## src/rtl/alu_pkg.sv

```systemverilog
`default_nettype none
// ============================================================================
// Module      : alu_pkg
// Description : Shared types and constants for the ALU issue queue: request
//               and response structs, operation-select encoding.
// Revision    : 1.0 - initial release
// ============================================================================
package alu_pkg;

  localparam int ALU_DWIDTH = 32;

  typedef logic [2:0] opsel_t;

  localparam opsel_t ALU_ADD = 3'd0;
  localparam opsel_t ALU_SUB = 3'd1;
  localparam opsel_t ALU_AND = 3'd2;
  localparam opsel_t ALU_OR  = 3'd3;
  localparam opsel_t ALU_XOR = 3'd4;
  localparam opsel_t ALU_NOT = 3'd5;
  localparam opsel_t ALU_SHL = 3'd6;
  localparam opsel_t ALU_SHR = 3'd7;

  typedef struct packed {
    logic [ALU_DWIDTH-1:0] op1;
    logic [ALU_DWIDTH-1:0] op2;
    opsel_t                opsel;
    logic                  mode;
  } alu_req_t;

  typedef struct packed {
    logic [ALU_DWIDTH-1:0] result;
    logic                  c;
    logic                  z;
    logic                  o;
    logic                  s;
  } alu_rsp_t;

endpackage
`default_nettype wire

```

## src/rtl/alu_req_fifo.sv

```systemverilog
`default_nettype none
// ============================================================================
// Module      : alu_req_fifo
// Description : DEPTH-entry circular FIFO of ALU requests with occupancy
//               count and full/empty status. Head entry is always visible.
// Revision    : 1.0 - initial release
// ============================================================================
module alu_req_fifo
  import alu_pkg::*;
#(
  parameter  int DEPTH  = 4,
  localparam int ADDR_W = $clog2(DEPTH),
  localparam int CNT_W  = ADDR_W + 1
) (
  input  logic             clk,
  input  logic             rst_n,
  input  logic             push,
  input  alu_req_t         wdata,
  input  logic             pop,
  output alu_req_t         rdata,
  output logic [CNT_W-1:0] count,
  output logic             full,
  output logic             empty
);

  alu_req_t          mem_q [DEPTH];
  alu_req_t          mem_d [DEPTH];
  logic [ADDR_W-1:0] wr_ptr_q, wr_ptr_d;
  logic [ADDR_W-1:0] rd_ptr_q, rd_ptr_d;
  logic [CNT_W-1:0]  count_q, count_d;

  // Next-state for storage, pointers (wrap naturally, DEPTH is a power of 2) and count
  always_comb begin
    mem_d    = mem_q;
    wr_ptr_d = wr_ptr_q;
    rd_ptr_d = rd_ptr_q;
    count_d  = count_q;
    if (push) begin
      mem_d[wr_ptr_q] = wdata;
      wr_ptr_d        = wr_ptr_q + ADDR_W'(1);
    end
    if (pop) begin
      rd_ptr_d = rd_ptr_q + ADDR_W'(1);
    end
    case ({push, pop})
      2'b10:   count_d = count_q + CNT_W'(1);
      2'b01:   count_d = count_q - CNT_W'(1);
      default: count_d = count_q;
    endcase
  end

  // State registers; reset discards every queued request
  always_ff @(posedge clk or negedge rst_n) begin
    if (!rst_n) begin
      for (int i = 0; i < DEPTH; i++) begin
        mem_q[i] <= '0;
      end
      wr_ptr_q <= '0;
      rd_ptr_q <= '0;
      count_q  <= '0;
    end else begin
      mem_q    <= mem_d;
      wr_ptr_q <= wr_ptr_d;
      rd_ptr_q <= rd_ptr_d;
      count_q  <= count_d;
    end
  end

  assign rdata = mem_q[rd_ptr_q];
  assign count = count_q;
  assign full  = (count_q == CNT_W'(DEPTH));
  assign empty = (count_q == '0);

endmodule
`default_nettype wire

```

## src/rtl/alu_issue_queue.sv

```systemverilog
`default_nettype none
// ============================================================================
// Module      : alu_issue_queue
// Description : Issue stage in front of the 32-bit ALU. Buffers requests in a
//               FIFO, presents the head entry to the ALU and captures the
//               result/flags into a valid/ready output register.
//               Optional macro ALU_Q_BYPASS_EN: a request arriving at an
//               empty queue with a free output register skips the FIFO and
//               is captured on the same edge it is accepted.
// Revision    : 1.0 - initial release
// ============================================================================
module alu_issue_queue
  import alu_pkg::*;
#(
  parameter  int DWIDTH = ALU_DWIDTH,  // must equal ALU_DWIDTH (struct width)
  parameter  int DEPTH  = 4,
  localparam int CNT_W  = $clog2(DEPTH) + 1
) (
  input  logic              clk,
  input  logic              rst_n,
  input  logic              in_valid,
  output logic              in_ready,
  input  logic [DWIDTH-1:0] in_op1,
  input  logic [DWIDTH-1:0] in_op2,
  input  logic [2:0]        in_opsel,
  input  logic              in_mode,
  output logic [DWIDTH-1:0] alu_op1,
  output logic [DWIDTH-1:0] alu_op2,
  output logic [2:0]        alu_opsel,
  output logic              alu_mode,
  input  logic [DWIDTH-1:0] alu_result,
  input  logic              alu_c,
  input  logic              alu_z,
  input  logic              alu_o,
  input  logic              alu_s,
  output logic              out_valid,
  input  logic              out_ready,
  output logic [DWIDTH-1:0] out_result,
  output logic              out_c,
  output logic              out_z,
  output logic              out_o,
  output logic              out_s,
  output logic [CNT_W-1:0]  count
);

  localparam logic [0:0] OUT_EMPTY = 1'b0;
  localparam logic [0:0] OUT_FULL  = 1'b1;

  alu_req_t   in_req, head_req, issue_req;
  logic       fifo_full, fifo_empty, fifo_push, fifo_pop;
  logic       out_free, bypass, capture;
  logic [0:0] state_q, state_d;
  alu_rsp_t   rsp_q, rsp_d;

  assign in_req = '{op1: in_op1, op2: in_op2, opsel: in_opsel, mode: in_mode};

  // in_ready depends only on the FIFO, never on out_ready
  assign in_ready = !fifo_full;
  // Output register can take a new response this edge (empty, or draining)
  assign out_free = (state_q == OUT_EMPTY) || out_ready;

`ifdef ALU_Q_BYPASS_EN
  assign bypass = fifo_empty && in_valid && out_free;
`else
  assign bypass = 1'b0;
`endif

  assign capture   = out_free && (!fifo_empty || bypass);
  assign fifo_pop  = out_free && !fifo_empty;
  assign fifo_push = in_valid && !fifo_full && !bypass;

  alu_req_fifo #(
    .DEPTH (DEPTH)
  ) u_fifo (
    .clk   (clk),
    .rst_n (rst_n),
    .push  (fifo_push),
    .wdata (in_req),
    .pop   (fifo_pop),
    .rdata (head_req),
    .count (count),
    .full  (fifo_full),
    .empty (fifo_empty)
  );

  // ALU operand mux: FIFO head, else the bypassed request, else zeros
  always_comb begin
    issue_req = '0;
    if (!fifo_empty) begin
      issue_req = head_req;
    end else if (bypass) begin
      issue_req = in_req;
    end
  end

  assign alu_op1   = issue_req.op1;
  assign alu_op2   = issue_req.op2;
  assign alu_opsel = issue_req.opsel;
  assign alu_mode  = issue_req.mode;

  // Output FSM: capture loads the ALU response; an accepted response with nothing new empties it
  always_comb begin
    state_d = state_q;
    rsp_d   = rsp_q;
    if (capture) begin
      state_d = OUT_FULL;
      rsp_d   = '{result: alu_result, c: alu_c, z: alu_z, o: alu_o, s: alu_s};
    end else if ((state_q == OUT_FULL) && out_ready) begin
      state_d = OUT_EMPTY;
    end
  end

  // Output register; reset drops any captured response
  always_ff @(posedge clk or negedge rst_n) begin
    if (!rst_n) begin
      state_q <= OUT_EMPTY;
      rsp_q   <= '0;
    end else begin
      state_q <= state_d;
      rsp_q   <= rsp_d;
    end
  end

  assign out_valid  = (state_q == OUT_FULL);
  assign out_result = rsp_q.result;
  assign out_c      = rsp_q.c;
  assign out_z      = rsp_q.z;
  assign out_o      = rsp_q.o;
  assign out_s      = rsp_q.s;

endmodule
`default_nettype wire

```

## config.mk

```make
export PLATFORM = sky130hd
export DESIGN_NAME = alu_issue_queue
export DESIGN_NICKNAME = d
export VERILOG_FILES = /design/src/rtl/alu_pkg.sv /design/src/rtl/alu_req_fifo.sv /design/src/rtl/alu_issue_queue.sv
export SDC_FILE = /design/constraint.sdc
export NUM_CORES = 1
export LEC_CHECK = 0
export ABC_AREA = 1
export CAP_MARGIN = 20
export CORE_ASPECT_RATIO = 0.5
export CORE_MARGIN = 2
export CORE_UTILIZATION = 35
export DETAILED_ROUTE_END_ITERATION = 10
export DONT_BUFFER_PORTS = 1
export HOLD_SLACK_MARGIN = 0.03
export PLACE_DENSITY = 0.48
export SETUP_SLACK_MARGIN = 0.1
export SLEW_MARGIN = 0
export SYNTH_ARGS = -nofsm -noshare
export SYNTH_HDL_FRONTEND = slang
export SYNTH_HIERARCHICAL = 1
export SYNTH_SLANG_ARGS = --single-unit
```

## constraint.sdc

```tcl
create_clock -name clk -period 1.9 [get_ports clk]
set_input_delay 0.57 -clock clk [delete_from_list [all_inputs] [get_ports clk]]
set_output_delay 0.57 -clock clk [all_outputs]
set_load 0.01 [all_outputs]
```

==> impl_metrics.yaml <==
worst_setup_path:
  regToRegSetupSlack_ps: -80
  crit_top_cell: "buf_12"
  worstReg2RegStart: "u_fifo/count[0]$_DFFE_PN0P_"
  end_kind: "primary output"
  slowest_stage: "dfrtp_4"
  worst_ep_required_time_ps: 1330
  r2r-end: "u_fifo/count[1]$_DFFE_PN0P_"
  critPathMaxFanout: 8
  critPathKind: "register to primary output"
  path_cells: "buf_12 -> buf_12 -> nand2_2 -> o211ai_1 -> nand2_1 -> inv_1 -> nor2_2 -> buf_6"
  crit_end: "alu_op2[11]"
  start_kind: "register"
  cp_num_buf_inv: 4
  rr_worst_depth: 10
  crit_cells: 8
  cp_top_family: "flip-flops"
  worst_ep_arrival_time_ps: 1880
  cp_slowest_stage_delay_ps: 520
  startpoint: "u_fifo/rd_ptr_q[0]$_DFFE_PN0P_"
power_and_ir_drop:
  p_seq_share_pct: 33.9
  ir_drop_mv: 0.8346
  switchingPower_mw: 14.23
  power_density_nw_per_um2: 1960
  pwr-share-clk_pct: 19.9
  switching_share_pct: 40.89
  p_leak_nw: 8.874
  combPwrFrac_pct: 46.3
  p_int_mw: 20.56
outcome:
  failed_checks: "negative hold slack, negative setup slack"
  status: "finished, violations left"
cts:
  cts_tree: "done"
  h-tree-depth: 1
  cts_buffers: 31
  root_buffer: "clkbuf_16"
  clk_latency_ps: 570
  cts.sinks: 316
  clk_pin_slew_ps: 60
  clk_path_buf_depth: 3
sta:
  rsz0062_at_grt: "true"
  finalSetupViolations: 71
  hold_viol_final: 316
  fmax_ghz: 0.4086
  slew_viol_final: 0
  finalWorstSetupSlack_ps: -547.4
  post-route-period-util_pct: 128.8
  worst-slew-pin-transition_ps: 893.6
  fin_setup_tns_ps: -33760
  fin_skew_ps: 9.649
  max_slew_margin_pct: 40.43
  period_needed_ps: 2447
  whs_ps: -301.0
layout:
  nFillCells: 4318
  seq_area_um2: 7918
  post_route_cells_drive_above_1_share_pct: 14.63
  syn_to_final_growth_pct: 19.44
  final_nets: 1923
  final_cell_count_no_fill: 2409
  n_antenna_cell: 0
  multi_input_area_um2: 5595
hold_path:
  hp-class: "input pin to asynchronous set/reset pin"
route:
  via_count: 11310
  drc: 0
  drt_iter0_drc: 586
  wl_mm: 37.55
  vias_per_cell: 4.693
  drt_first_pass_iters: 5
  wl_per_cell_um: 15.59
  antenna_left: 0
global_route:
  antenna_found_initial: 0
  grt_usage_pct: 16.65
  grt_overflow: 0
  grt_max_degree: 317
  grt_pass1_wl_mm: 59.07
  grt_pass1_vias: 10720
logic_synthesis:
  yosys.area.top_type: "dfrtp_1"
  synth_area_um2: 14860
  ys_ff_latch: 316
  synth-main-ff-cell: "dfrtp_1"
  yosysSeqAreaShare_pct: 53.20
  syn_inst: 1814
  ys_top_cells_by_area: "dfrtp_1, nand2_1, inv_1, o211ai_1, o21ai_1"
  synth.top_cells.by_count: "nand2_1, dfrtp_1, inv_1"
  synth_edf_count: 0
  synth_warnings: 6
  synth_nets: 1928
  synth_most_common_cell: "nand2_1"
  async_flop_share_pct: 100.0
  avgSynthCellArea_um2: 8.193
  synth_top_area_share_pct: 53.20
  synth.distinct_cells: 22
die:
  coreArea_um2: 41910
  ioPinCount: 217
  fp.dieW_um: 295.4
  die-area_um2: 44230
  dieHeight_um: 149.7
  start_util_pct: 35.46
  core.rowCount: 53
place:
  dp_slack_ps: -114.5
  gp_congestion: 0.7025
  dp_hpwl_mm: 22.51
  port_buffers: 0
  place_inst: 2337
flow_run:
  maxCapViolCount: 0
## final cells by class
cell class,instances,share of cell area [%]
multi-input combinational,1091,31.52
tap,577,4.067
sequential,316,44.60
inverter,287,6.238
clock buffer,45,5.117
clock inverter,11,1.297
timing repair buffer,82,7.161
## through the flow
step,area (µm²),util [%],total power [mW]
2_1_floorplan,14890,-,21.68
3_3_place_gp,15740,37.55,25.40
3_5_place_dp,15740,37.55,25.62
4_1_cts,17330,41.35,34.14
5_1_grt,17750,42.36,37.90
6_report,17750,42.36,34.79
## flip-flops by register name, summed over array words and instances (netlist names)
name and flops:
u_fifo/mem_q 272, out_result 32, u_fifo/count 3, u_fifo/rd_ptr_q 2, u_fifo/wr_ptr_q 2, out_c 1, out_o 1, out_s 1
out_valid 1, out_z 1
## power groups by stage
stage | sequential [mW] | clock, mW | combinational (mW)
CTS | 11.8 | 7.16 | 15.2
finish | 11.8 | 6.91 | 16.1
detailed placement | 11.9 | 0 | 13.7
global placement | 11.8 | 0 | 13.6
global route | 12.2 | 7.48 | 18.2
floorplan | 11.4 | 0 | 10.3
## cell families (layout without fill, tap and decap cells)
family	Yosys count	count (layout)	synth area share, %
simple gates	671	671	17.65
compound gates	410	410	16.10
buf+inv	407	425	12.26
flops	316	316	53.20
fa+ha+maj	6	6	0.5556
xor+xnor	4	4	0.2358
## worst min-delay path by stage
stage	from	slack (ps)	cells after the start	endpoint
after global routing	rst_n	-350	0	out_z$_DFFE_PN0P_
after CTS	rst_n	-340	0	out_z$_DFFE_PN0P_
after detailed placement	rst_n	280	0	out_result[2]$_DFFE_PN0P_
after floorplan	rst_n	270	0	out_c$_DFFE_PN0P_
final	rst_n	-300	0	out_result[2]$_DFFE_PN0P_
after global placement	rst_n	280	0	out_result[2]$_DFFE_PN0P_
## layout by cell type, fill, tap and decap left out
master | netlist | routed
nand2_8 | 1 | 2
xor2_1 | 3 | 3
o21ai_1 | 160 | 161
inv_4 | 0 | 1
ha_1 | 5 | 4
fa_1 | 1 | 1
nor2_4 | 0 | 40
clkinv_2 | 0 | 4
clkinv_8 | 0 | 1
buf_6 | 22 | 22
buf_8 | 0 | 3
xnor2_1 | 1 | 1
nor2_1 | 69 | 1
nor3_4 | 0 | 2
inv_2 | 1 | 36
nand4_1 | 1 | 1
nand2_1 | 556 | 541
clkbuf_1 | 29 | 6
dfrtp_4 | 0 | 2
nand3_1 | 37 | 37
inv_1 | 285 | 247
o21ai_0 | 114 | 113
nand2_4 | 5 | 6
o211ai_1 | 136 | 136
bufinv_16 | 0 | 7
inv_8 | 0 | 2
bufbuf_16 | 0 | 1
buf_12 | 0 | 30
buf_4 | 15 | 18
nand2_2 | 0 | 13
clkbuf_8 | 0 | 8
buf_16 | 0 | 4
dfrtp_2 | 0 | 2
clkbuf_16 | 0 | 35
ha_4 | 0 | 1
nor2_2 | 0 | 28
dfrtp_1 | 316 | 312
## layer usage
metal / up-vias / share of wire (%) / GRT usage (%) / wire length [µm]
li1: 5719 / - / - / -
met1: 5379 / 48 / 23.51 / 18160
met2: 169 / 46 / 26.95 / 17300
met3: 38 / 4.1 / 3.119 / 1546
met4: 0 / 1.4 / 2.919 / 541
met5: - / 0 / 0 / 0
## repair_timing
action	CTS	global route
setup buffers	8	2
setup endpoints to repair	71	339
endpoints found under the hold margin	316	316
resized for setup	115	97
gates cloned	2	4
pin swaps	13	50
Note: power is estimated with default switching activity, not from simulation.
==> RTL change 1, RTL diff (same flow settings) <==
Register the input `in_mode` before use, with the module's reset. The logic sees it one clock later. The other inputs are not delayed to match.
--- a/src/rtl/alu_issue_queue.sv
+++ b/src/rtl/alu_issue_queue.sv
@@ -48,2 +48,12 @@
 
+  logic in_mode_q;
+
+  always_ff @(posedge clk or negedge rst_n) begin
+    if (!rst_n) begin
+      in_mode_q <= '0;
+    end else begin
+      in_mode_q <= in_mode;
+    end
+  end
+
   alu_req_t   in_req, head_req, issue_req;
@@ -54,3 +64,3 @@
 
-  assign in_req = '{op1: in_op1, op2: in_op2, opsel: in_opsel, mode: in_mode};
+  assign in_req = '{op1: in_op1, op2: in_op2, opsel: in_opsel, mode: in_mode_q};
 
Behaviour: not the same (Yosys sat finds a counterexample within 4 cycles, from zero or initial values and one cycle with rst_n low).
==> RTL change 1 against the unedited design <==
Global-route usage is 0.65 points higher; synthesized area increased by 0.22%; sequential share of layout area down 0.54 points; final area up 1.6%; the run still ends with hold timing, setup timing left; highest routed layer unchanged; critical path type unchanged; die area is 0.22% higher; sequential cell count up 1; power is 3.3% higher; setup slack improved by 17 ps; combinational power grew 6%; wire length up 13%.
==> RTL change 1: results (changes against the unedited design) <==
- Int Power: 20800 uW (was 20600 uW)
- Largest net degree at the start of global routing: 318 (was 317)
- Hpwl dp: 22.7 mm (was 22.5 mm)
- Metal2 WL: 19.2 mm (was 17.3 mm)
- H-tree depth: 2 (was 1)
- Routed wire length: 42.3 mm (was 37.5 mm)
- Vias in the first global route: 11.0k (was 10.7k)
- Synth area leaders: dfrtp_1, nand2_1, inv_1 (unchanged)
- CTS Buf Count: 34 (was 31)
- First-pass GRT wire length: 61.0 mm (was 59.1 mm)
- FILL cells: 4247 (was 4318)
- Final worst slack: -531 ps (was -547 ps)
- Xor/xnor share of the synthesized area: 0.00235 (was 0.00236)
- Fin. Hold Viols: 317 (was 316)
- GPL Wtd Cong: 0.728 (was 0.703)
- Register Area: 7940 um^2 (was 7920 um^2)
- WL met1: 20.9 mm (was 18.2 mm)
- Hold slack final: -255 ps (was -301 ps)
- Grt met3 use: 0.0306 (was 0.0312)
- Post-Syn Instances: 1815 (was 1814)
- Critical path's slowest cell: dfrtp_4 (unchanged)
- Slew @ Worst Pin: 617 ps (was 894 ps)
- Clock latency at the later pin of the worst-skew pair: 520 ps (was 570 ps)
- Global Route Usage Sum: 0.173 (was 0.166)
- Pre-CTS setup slack: -21.4 ps (was -115 ps)
- Initial DRC Count: 616 (was 586)
- DR vias/cell: 4.79 (was 4.69)
- Setup TNS: -32550 ps (was -33760 ps)
- Violated checks: hold timing, setup timing (unchanged)
- Synth Area in Compound Gates: 0.161 (about the same)
- Share of layout cells above drive strength 1: 0.165 (was 0.146)
- Met3 wire len: 1.60 mm (was 1.55 mm)
- Worst setup path endpoint: alu_op2[22] (was alu_op2[11])
- Crit path max fanout: 15 (was 8)
- Port bufs: 0 (unchanged)
- R2R cell count: 12 (was 10)
- Status: finished, violations left (unchanged)
- Setup violators final: 68 (was 71)
- Synth top cells by count: nand2_1, dfrtp_1, inv_1 (unchanged)
- M2 GR Usage: 0.286 (was 0.269)
- Reg2Reg Setup Slack: 70 ps (was -80 ps)
- Register area share after synthesis: 0.533 (was 0.532)
- Met1 Resource Use GR: 0.237 (was 0.235)
- Placed Cells: 2322 (was 2337)
- Clock Skews: 15.5 ps (was 9.65 ps)
## RTL change 1: final cells by class
cell class / instances / area share
diodes: 1 / 0.000139
clock buffers: 50 / 0.0591
clock inverters: 10 / 0.00590
inverters: 287 / 0.0610
multi-input cells: 1091 / 0.317
flip-flops and latches: 317 / 0.441
well taps: 577 / 0.0400
repair buffers: 86 / 0.0761
## RTL change 1: power groups by stage
stage	registers [uW]	clock network, uW	logic (uW)
floorplan	11400	0	10300
global placement	11900	0	13200
detailed placement	12000	0	13400
CTS	11800	7250	15000
global route	12300	7540	19200
finish	11800	7020	17100
## RTL change 1: repair_timing
| item | 4_1_cts | 5_1_grt |
|---|---|---|
| resized for setup | 113 | 129 |
| cloned | 3 | 17 |
| endpoints found under the hold margin | 317 | 317 |
| pin swaps | 32 | 89 |
| setup endpoints to repair | 75 | 191 |
| buffers inserted | 15 | 1 |
==> RTL change 2, RTL diff (config.mk and constraints unchanged) <==
Without the edit above. The option `ALU_Q_BYPASS_EN` is turned on by a define.
--- a/src/rtl/alu_issue_queue.sv
+++ b/src/rtl/alu_issue_queue.sv
@@ -11,2 +11,4 @@
 // ============================================================================
+`define ALU_Q_BYPASS_EN
+
 module alu_issue_queue
Check against the original RTL: not equivalent (Yosys sat finds a counterexample within 4 cycles, from zero or initial values and one cycle with rst_n low).
==> RTL change 2 against the unedited design <==
The flow still finishes with violations (hold timing, setup timing); sequential cell count is the same; wire length increased by 30%; non-clock buffer count grew 50; count of clock-buffer cells in the layout increased by 4; first-iteration DRC count up 41%; synthesized area grew 2.3%; setup slack got worse by 81 ps; power up 4.5%; final cell count grew 5.2%; final area increased by 9.4%; critical path type unchanged.
==> RTL change 2: results (changes against the unedited design) <==
- Status: finished, violations left (unchanged)
- Violated checks: hold timing, setup timing (unchanged)
- Hold slack final: -277 ps (was -301 ps)
- Crit path arrival time: 1960 ps (was 1880 ps)
- GPL Wtd Cong: 0.708 (was 0.703)
- M2 GR Usage: 0.282 (was 0.269)
- Placed Cells: 2401 (was 2337)
- Grt met3 use: 0.0291 (was 0.0312)
- Routed wire length: 48.8 mm (was 37.5 mm)
- Nets: 2050 (was 1923)
- Resize count post-CTS: 59 (was 115)
- Final worst slack: -628 ps (was -547 ps)
- Mapped Nets: 2013 (was 1928)
- RR Endpoint: u_fifo/mem_q[224] (was u_fifo/count[1])
- Maximum VDD drop: 0.000696 V (was 0.000835 V)
- Register area share after synthesis: 0.520 (was 0.532)
- Met3 wire len: 2.38 mm (was 1.55 mm)
- Pre-CTS setup slack: -81.5 ps (was -115 ps)
- First-pass GRT wire length: 62.3 mm (was 59.1 mm)
- Hpwl dp: 23.4 mm (was 22.5 mm)
- Met1 Resource Use GR: 0.241 (was 0.235)
- Via Count: 12.8k (was 11.3k)
- Adder-cell share of the synthesized area: 0.00543 (was 0.00556)
- Post-Syn Instances: 1899 (was 1814)
- Fin. Hold Viols: 316 (unchanged)
- Netlist cell types: 21 (was 22)
- Initial DRC Count: 824 (was 586)
- P_leak: 0.00960 uW (was 0.00887 uW)
- Setup violators final: 334 (was 71)
RTL change 2: worst max-delay path, stage by stage, from the launching register on:
cell and delay, ps:
dfrtp_2 430, nor3_4 230, nand2_2 90, clkinv_4 80
buf_12 160, clkbuf_16 190, nand3_1 90, nand2_2 100
RTL change 2: layout make-up:
type,instances,area share
repair buffers,132,0.126
well taps,577,0.0372
inverters,219,0.0444
clock buffers,49,0.0491
flip-flops and latches,316,0.408
clock inverters,6,0.00284
multi-input cells,1236,0.333
RTL change 2: metrics by stage:
stage               area (um^2)  TNS [ps]  power (uW)
floorplan                 15300      -353       21700
global placement          16100      -551       25300
detailed placement        16100     -1110       25500
CTS                       17400    -40810       32600
global route              19400    -92350       39100
finish                    19400    -59380       36300
RTL change 2: power breakdown:
| group | switching [uW] | internal (uW) |
|---|---|---|
| Combinational | 10700 | 7780 |
| Clock | 2680 | 3540 |
| Sequential | 1900 | 9750 |
